### config.mk
export PLATFORM = sky130hd
export DESIGN_NAME = sha_core_unroll
export DESIGN_NICKNAME = d
export VERILOG_FILES = /design/src/rtl/sha_core_unroll.sv
export SDC_FILE = /design/constraint.sdc
export NUM_CORES = 2
export LEC_CHECK = 0
export CAP_MARGIN = 20
export CORE_MARGIN = 4
export CORE_UTILIZATION = 50
export CTS_BUF_LIST = sky130_fd_sc_hd__clkbuf_8
export DETAILED_ROUTE_END_ITERATION = 6
export GPL_TIMING_DRIVEN = 0
export PLACE_DENSITY_LB_ADDON = 0.05
export SYNTH_ARGS = -nofsm -noshare
export SYNTH_HDL_FRONTEND = slang
export SYNTH_SLANG_ARGS = --single-unit
### constraint.sdc
create_clock -name clk -period 18.2 [get_ports clk]
set_input_delay 2.73 -clock clk [delete_from_list [all_inputs] [get_ports clk]]
set_output_delay 2.73 -clock clk [all_outputs]
set_load 0.02 [all_outputs]
### src/rtl/sha_core_unroll.sv
// sha_core_unroll: SHA-256 compression core evaluating ROUNDS_PER_CYCLE
// rounds per clock (1, 2 or 4).
// The message schedule is a 16-word sliding window, so no 64-entry W storage is kept.
// Optional feature macro: SHA_CORE_UNROLL_ABORT_EN adds an abort input that
// drops the hash in flight.
module sha_core_unroll #(
   parameter int unsigned ROUNDS_PER_CYCLE = 1
) (
   input  logic         clk,
   input  logic         rst,
`ifdef SHA_CORE_UNROLL_ABORT_EN
   input  logic         abort,
`endif
   input  logic         start,
   input  logic [255:0] start_state,
   input  logic [511:0] input_message,
   output logic         ready,
   output logic         busy,
   output logic         done,
   output logic [255:0] result
);

   localparam int unsigned R        = ROUNDS_PER_CYCLE;
   localparam int unsigned LATENCY  = 64 / ROUNDS_PER_CYCLE;
   localparam logic [5:0]  LAST_CNT = 6'((LATENCY - 1) * R);
   localparam logic [5:0]  STEP     = 6'(R);

   generate
      if (R != 1 && R != 2 && R != 4) begin : g_bad_rounds
         $error("sha_core_unroll: ROUNDS_PER_CYCLE must be 1, 2 or 4");
      end
   endgenerate

   localparam logic [31:0] K [64] = '{
      32'h428a2f98, 32'h71374491, 32'hb5c0fbcf, 32'he9b5dba5, 32'h3956c25b, 32'h59f111f1, 32'h923f82a4, 32'hab1c5ed5,
      32'hd807aa98, 32'h12835b01, 32'h243185be, 32'h550c7dc3, 32'h72be5d74, 32'h80deb1fe, 32'h9bdc06a7, 32'hc19bf174,
      32'he49b69c1, 32'hefbe4786, 32'h0fc19dc6, 32'h240ca1cc, 32'h2de92c6f, 32'h4a7484aa, 32'h5cb0a9dc, 32'h76f988da,
      32'h983e5152, 32'ha831c66d, 32'hb00327c8, 32'hbf597fc7, 32'hc6e00bf3, 32'hd5a79147, 32'h06ca6351, 32'h14292967,
      32'h27b70a85, 32'h2e1b2138, 32'h4d2c6dfc, 32'h53380d13, 32'h650a7354, 32'h766a0abb, 32'h81c2c92e, 32'h92722c85,
      32'ha2bfe8a1, 32'ha81a664b, 32'hc24b8b70, 32'hc76c51a3, 32'hd192e819, 32'hd6990624, 32'hf40e3585, 32'h106aa070,
      32'h19a4c116, 32'h1e376c08, 32'h2748774c, 32'h34b0bcb5, 32'h391c0cb3, 32'h4ed8aa4a, 32'h5b9cca4f, 32'h682e6ff3,
      32'h748f82ee, 32'h78a5636f, 32'h84c87814, 32'h8cc70208, 32'h90befffa, 32'ha4506ceb, 32'hbef9a3f7, 32'hc67178f2
   };

   typedef enum logic {S_IDLE, S_RUN} state_t;

   function automatic logic [31:0] big_sigma0(input logic [31:0] x);
      return {x[1:0], x[31:2]} ^ {x[12:0], x[31:13]} ^ {x[21:0], x[31:22]};
   endfunction

   function automatic logic [31:0] big_sigma1(input logic [31:0] x);
      return {x[5:0], x[31:6]} ^ {x[10:0], x[31:11]} ^ {x[24:0], x[31:25]};
   endfunction

   function automatic logic [31:0] small_sigma0(input logic [31:0] x);
      return {x[6:0], x[31:7]} ^ {x[17:0], x[31:18]} ^ {3'b000, x[31:3]};
   endfunction

   function automatic logic [31:0] small_sigma1(input logic [31:0] x);
      return {x[16:0], x[31:17]} ^ {x[18:0], x[31:19]} ^ {10'b0, x[31:10]};
   endfunction

   state_t        state_q, state_d;
   logic [5:0]    cnt_q, cnt_d;
   logic [255:0]  h0_q, h0_d;       // chaining value captured on accept
   logic [255:0]  wk_q, wk_d;       // working variables a..h, a in [255:224]
   logic [511:0]  win_q, win_d;     // schedule window W[t..t+15], W[t] in [511:480]
   logic [255:0]  result_q, result_d;
   logic          done_q, done_d;

   logic [255:0]  wk_next;
   logic [511:0]  win_next;
   logic          abort_w;

`ifdef SHA_CORE_UNROLL_ABORT_EN
   assign abort_w = abort;
`else
   assign abort_w = 1'b0;
`endif

   // R chained compression rounds plus R new schedule words for this edge
   always_comb begin : p_rounds
      logic [31:0] ext [20];
      logic [31:0] v [8];
      logic [31:0] t1;
      logic [31:0] t2;
      for (int unsigned i = 0; i < 20; i++) ext[i] = '0;
      for (int unsigned i = 0; i < 8; i++) v[i] = '0;
      t1 = '0;
      t2 = '0;
      wk_next  = '0;
      win_next = '0;
      for (int unsigned i = 0; i < 16; i++) ext[i] = win_q[511 - 32*i -: 32];
      // later words may depend on words generated earlier in the same edge
      for (int unsigned j = 0; j < R; j++) begin
         ext[16+j] = small_sigma1(ext[14+j]) + ext[9+j] + small_sigma0(ext[1+j]) + ext[j];
      end
      for (int unsigned i = 0; i < 8; i++) v[i] = wk_q[255 - 32*i -: 32];
      for (int unsigned j = 0; j < R; j++) begin
         t1 = v[7] + big_sigma1(v[4]) + ((v[4] & v[5]) ^ (~v[4] & v[6]))
            + K[cnt_q + 6'(j)] + ext[j];
         t2 = big_sigma0(v[0]) + ((v[0] & v[1]) ^ (v[0] & v[2]) ^ (v[1] & v[2]));
         v[7] = v[6];
         v[6] = v[5];
         v[5] = v[4];
         v[4] = v[3] + t1;
         v[3] = v[2];
         v[2] = v[1];
         v[1] = v[0];
         v[0] = t1 + t2;
      end
      for (int unsigned i = 0; i < 8; i++) wk_next[255 - 32*i -: 32] = v[i];
      for (int unsigned i = 0; i < 16; i++) win_next[511 - 32*i -: 32] = ext[i+R];
   end

   // Next-state logic: accept in IDLE, advance rounds in RUN, finish or abort
   always_comb begin
      state_d  = state_q;
      cnt_d    = cnt_q;
      h0_d     = h0_q;
      wk_d     = wk_q;
      win_d    = win_q;
      result_d = result_q;
      done_d   = 1'b0;
      case (state_q)
         S_IDLE: begin
            if (start) begin
               state_d = S_RUN;
               cnt_d   = '0;
               h0_d    = start_state;
               wk_d    = start_state;
               win_d   = input_message;
            end
         end
         S_RUN: begin
            if (abort_w) begin
               state_d = S_IDLE;
               cnt_d   = '0;
            end else begin
               wk_d  = wk_next;
               win_d = win_next;
               cnt_d = cnt_q + STEP;
               if (cnt_q == LAST_CNT) begin
                  state_d = S_IDLE;
                  done_d  = 1'b1;
                  for (int unsigned i = 0; i < 8; i++) begin
                     result_d[255 - 32*i -: 32] = h0_q[255 - 32*i -: 32] + wk_next[255 - 32*i -: 32];
                  end
               end
            end
         end
         default: state_d = S_IDLE;
      endcase
   end

   // State registers with synchronous reset; reset overrides a coincident start
   always_ff @(posedge clk) begin
      if (rst) begin
         state_q  <= S_IDLE;
         cnt_q    <= '0;
         h0_q     <= '0;
         wk_q     <= '0;
         win_q    <= '0;
         result_q <= '0;
         done_q   <= 1'b0;
      end else begin
         state_q  <= state_d;
         cnt_q    <= cnt_d;
         h0_q     <= h0_d;
         wk_q     <= wk_d;
         win_q    <= win_d;
         result_q <= result_d;
         done_q   <= done_d;
      end
   end

   assign ready  = (state_q == S_IDLE);
   assign busy   = (state_q == S_RUN);
   assign done   = done_q;
   assign result = result_q;

endmodule

== Word level (Yosys, flattened, before mapping) ==
Memories as Yosys holds them, arrays and structs flattened.
Index checks and enable logic that the tools add are counted.
Cells by class
  add/subtract/negate cells: 19
  order comparisons: 1
  equal/unequal tests: 2
  muxes and demuxes: 12
  bitwise logic cells: 19
  reduce and logical (&&, ||, !) cells: 3
Operator list (number)
  512-bit case mux with 2 select lines: 1
  32-bit adder: 18
  512-bit 2-to-1 mux: 1
  256-bit case mux with 2 select lines: 1
  32-bit XOR: 9
  256-bit 2-to-1 mux: 1
  32-bit bitwise AND: 5
  32-bit 2-to-1 mux: 2
  32-bit NOT: 1
  32-bit by 22-bit XOR with 32-bit output: 1
  32-bit by 29-bit XOR with 32-bit output: 1
  6-bit case mux with 2 select lines: 1
  7-bit >= comparator, second input constant: 1
  6-bit NOT with 7-bit output: 1
  6-bit by 1-bit adder with 6-bit output, second input constant: 1
  6-bit == test, second input constant: 1
  6-bit 2-to-1 mux: 1
  2-bit AND reduction: 2
  1-bit 2-to-1 mux: 3
  2-bit inequality test, second input constant: 1
  1-bit case mux with 2 select lines: 1
  2-bit OR reduction: 1
  1-bit NOT: 1
Word-level totals
  bits in registers: 1288
  bits in read-only memories: 2048
  bits of input ports: 771
  output and inout port bits: 259
  logic and storage cells: 64
  memories kept: 1
Memory list
  (no name shown): words 64, width 32, read ports 1, clocked after memory_dff 0, wr ports 0, RTL line 101  | + K[cnt_q + 6'(j)] + ext[j];

== Longest topological paths before layout ==
  depth after elaboration: 8
  depth in mapped cells: 48
  gate-level depth less buffers: 45

== Worst setup path before layout ==
OpenSTA, ideal clock, no wires.
  kind: reg2reg
  from: reg cnt_q[2]
  to: reg result_q[254], in the netlist result[254]
  setup time: 0.129 ns
  arrival: 9.035 ns
  data required time: 18.071 ns
  setup slack: 9.036 ns
  cell stages (with the launch flop): 48
  path buffers: 4
  period minus slack after synthesis: 9.164 ns
  cells stage by stage: dfxtp_1 -> clkbuf_1 -> inv_1 -> clkbuf_1 -> buf_1 -> ha_1 -> clkbuf_1 -> nor3_1 -> a21oi_1 -> nor2_1 -> a21oi_1 -> nor2_1 -> a21oi_1 -> fa_1 -> ha_1 -> a21o_1 -> a21oi_1 -> o21bai_1 -> [... 12 more ...] -> a31o_2 -> o41ai_1 -> nor2b_1 -> o21ai_0 -> nor2b_1 -> xnor2_1 -> ha_1 -> a21o_1 -> a21oi_1 -> o21bai_1 -> a21o_1 -> a21o_1 -> a221o_1 -> a41oi_1 -> o31a_1 -> o21ai_1 -> xnor2_1 -> o21ai_0
Between the ends
  longest elaborated chain between the ends: 8
  elaborated cells on any way between the ends: 10
  those cells by class: add/sub (4); eq/ne (1); mux (2); bitwise (1); reduce/logical (1); memory (1)
Ends and longest elaborated chain
  start, declared: RTL line 64  | logic [5:0] cnt_q, cnt_d;
  start signal, assigned: RTL line 168  | cnt_q <= cnt_d;
  6-bit NOT with 7-bit output (implied by the code): RTL line 101
  memory read 64 x 32 bit
  32-bit 2-to-1 mux (implied by the code) (2 in a row): RTL line 101
  32-bit adder (2 in a row): RTL line 101
  32-bit adder: RTL line 110  | v[0] = t1 + t2;
  32-bit adder: RTL line 147  | result_d[255 - 32*i -: 32] = h0_q[255 - 32*i -: 32] + wk_next[255 - 32*i -: 32];
  end signal, assigned: RTL line 172  | result_q <= result_d;
  end, declared: RTL line 68  | logic [255:0] result_q, result_d;
Parallel ways exist; a longest one is shown, timed or not. The select of a mux whose other input is x is not followed.
A chain may end at the register's enable or synchronous reset.

== Worst setup path in the final report ==
  from: reg cnt_q[1]
  to: reg result_q[255], in the netlist result[255]
Same word-level chain as after synthesis.

==> metrics.md <==
| Metric | Value |
|---|---|
| Worst hold start | result[173] |
| Vias in the first global route | 78800 |
| Min-delay worst type | flip-flop to flip-flop |
| Commonest non-fill, non-tap cells in the layout | 1619 x nor2_1, 1401 x a21oi_1, 1288 x dfxtp_1, 1067 x nand2_1, 1027 x clkdlybuf4s50_1 |
| Yosys top cell area share | around 32% |
| Post-synth EDFFs | 0 |
| Largest net degree at the start of global routing | 24 |
| WHS Endpoint | result[173] |
| Slew margin rel. | 10.4% |
| CTS tree | built |
| Startpoint types | flip-flop |
| CTS Buffer Depth | 3 |
| Nets | 12600 |
| Yosys cell types | 87 |
| Largest area contributor in the netlist | dfxtp_1 |
| Final hold vios | 0 |
| Setup Fix Bufs, Post-CTS | 0 |
| Crit end category | flip-flop |
| Highest net fanout along the worst path | 11 |
| Synth Area per Inst | a little under 8 um^2 |
| Worst reg2reg startpoint | cnt_q[1] |
| Flops & latches, synth | 1288 |
| CP peak stage delay | 0.79 ns |
| Placer Congestion | 1.07 |
| Critical Path RT | 19.09 ns |
| Main flop type after synthesis | dfxtp_1 |
| Root buffer cell | clkbuf_8 |
| CTS resizes | 0 |
| Die area | about 0.17 mm^2 |
| Die Ht | 407 um |
| Hold path depth | 2 |
| TritonCTS Buffers | 217 |
| Post-route DRC | 1 |
| Met3 Use GR | 12.5% |
| Final setup violation count | 0 |
| Share of cells above drive strength 1 | 3.97% |
| Period utilization | around 71% |
| Gr usage total | 46.6% |
| Synth Cell Area | 0.0794 mm^2 |
| Hold_buf cts | 0 |
| Starting Density | 50.5% |
| Setup slack, reg-to-reg | 5.21 ns |
| Per-cell routed wire length | ~30 um |
| Capture point of the worst reg-to-reg path | result[255] |
| Post-Route Setup TNS | 0 ns |
| Max-Cap Viols | 0 |
| Final Non-Filler Cells | roughly 14000 |
| Worst Path Arrival | 13.87 ns |
| Initial antenna violation count | between 60 and 70 |
| Clock Sinks | 1288 |
| Commonest non-fill, non-tap cell in the layout | nor2_1 |
| Sequential cell area fraction in the yosys report | 32.5% |
| IO Pins | 1030 |
| Post-route ant nets | 0 |
| DRT Wirelength | between 400000 and 500000 um |
| Met2 Track Usage GR | 71.4% |
| Iter 0 DRT Violations | 10300 |
| Min Tclk post-route | 12.99 ns |
| Top Usage Layer GRT | met2 |
| Reg2reg path depth | 43 |
| CP max stage cell | clkbuf_1 |
| Buffers on Ports | about 1000 |
| PnR worst setup slack | 5.21 ns |
| Drt via density | 6.15 |
| Met1 Usage GRT | around 53% |
| Die W | roughly 410 um |
| Total grt overflow | 0 |
| Outcome | complete, but fails checks |
| Failing checks | design-rule violations |
| DP HPWL | around 330000 um |
| # rows | 145 |
| Yosys Warn Count | 0 |
| Most used cell, CP | a21oi_1 |
| Clock H-tree levels | 4 |
| Clock transition at path regs | roughly 0.09 ns |
| Synth top area cells | dfxtp_1 32%, mux2i_1 9.1%, a21oi_1 8.8% |
| Crit Path Category | flip-flop to flip-flop |
| Fmax achieved | around 77 MHz |
| P&R area growth vs syn | 22.8% |
| Async set-or-reset flop fraction in the synthesized netlist | 0% |
| Slew Viols, Final | 0 |
| Net Count, Synth | 11400 |
| TritonRoute pass-1 iters | 6 |
| First-pass GRT wire length | 553000 um |
| Via count | 83500 |
| Skew-Pair Late Insertion Delay | 1.01 ns |
| Worst slew pin tran | 1.33 ns |
| Core Area | 0.157 mm^2 |
| Pre-CTS WS | 5.75 ns |
| Inst Count DP | 13100 |
| RSZ-0062 raised after global routing | no |
| Clk_skew | about 0.076 ns |
| Mapped Cells | 10000 |
worst max-delay path, delay by kind of cell (launching register included):
family                   cells  cell delay, ns
XOR/XNOR                     4            0.83
buffers and inverters        5            2.01
adder cells (fa/ha/maj)      6            2.64
flip-flops                   1            0.59
AO/OA/AOI/OAI               20            5.22
AND/OR/NAND/NOR              8            1.59
per-layer routing:
metal | part of all wire (%) | wire, um | vias to the layer above
met4 | 11 | 43200 | 32
li1 | - | - | 36600
met3 | 11 | 44800 | 1722
met1 | 35 | 142000 | 39300
met5 | 0.047 | 191 | -
met2 | 43 | 175000 | 5765
state kept, by name (all words and copies together), names as in the netlist:
name and cells:
h0_q 256, win_q 512, busy 1, done 1, cnt_q 6, wk_q 256
result 256
worst max-delay path by stage:
stage	startpoint	slack (ns)	to
4_1_cts	cnt_q[1]	5.69	result[252]
3_5_place_dp	cnt_q[1]	5.75	result[252]
5_1_grt	cnt_q[1]	5.02	result[252]
6_report	cnt_q[1]	5.21	result[255]
3_3_place_gp	cnt_q[1]	5.22	result[252]
2_1_floorplan	cnt_q[2]	9.04	result[254]
kinds of logic after synthesis:
logic type               Yosys count  share of synthesized area [%]
AND/OR/NAND/NOR                 3152                           16.2
XOR/XNOR                         566                           6.24
buffers and inverters           1139                           5.39
multiplexers                     765                           9.85
adder cells (fa/ha/maj)          604                           11.4
flip-flops                      1288                           32.5
AO/OA/AOI/OAI                   2486                           18.5
per-stage QoR:
step	utilization [%]	hold WS, ns	cell area [um^2]
CTS	61.9	0.452	97300
detailed placement	59.0	0.445	92700
floorplan	-	0.441	79400
global route	62.0	0.461	97400
finish	62.1	0.450	97500
global placement	58.7	0.440	92300
cell usage after synthesis (18+ instances only):
| cell | n |
|---|---|
| a211oi_1 | 223 |
| a21o_1 | 204 |
| a21oi_1 | 1401 |
| a31oi_1 | 50 |
| and2_1 | 21 |
| and3_1 | 24 |
| buf_1 | 95 |
| clkbuf_1 | 572 |
| dfxtp_1 | 1288 |
| fa_1 | 196 |
| ha_1 | 403 |
| inv_1 | 468 |
| mux2_2 | 33 |
| mux2i_1 | 722 |
| nand2_1 | 1067 |
| nand2b_1 | 50 |
| nand3_1 | 69 |
| nand4_1 | 24 |
| nor2_1 | 1619 |
| nor2b_1 | 86 |
| nor3_1 | 96 |
| o211ai_1 | 28 |
| o21a_1 | 53 |
| o21ai_0 | 233 |
| o21ai_1 | 40 |
| o21bai_1 | 42 |
| o31ai_1 | 20 |
| or2_2 | 18 |
| or3_1 | 33 |
| xnor2_1 | 365 |
| xor2_1 | 201 |
cell type report:
cell class,count,area [um^2]
Antenna cell,74,185
Buffer,668,2540
Clock buffer,272,3740
Clock inverter,110,831
Fill cell,13900,59600
Inverter,471,1770
Multi-Input combinational cell,7573,49300
Sequential cell,1288,25800
Tap cell,2058,2570
Timing Repair Buffer,1054,10700
Power is not shown: default switching activity piles up to over one toggle a cycle in this logic, so the estimate is an artifact.
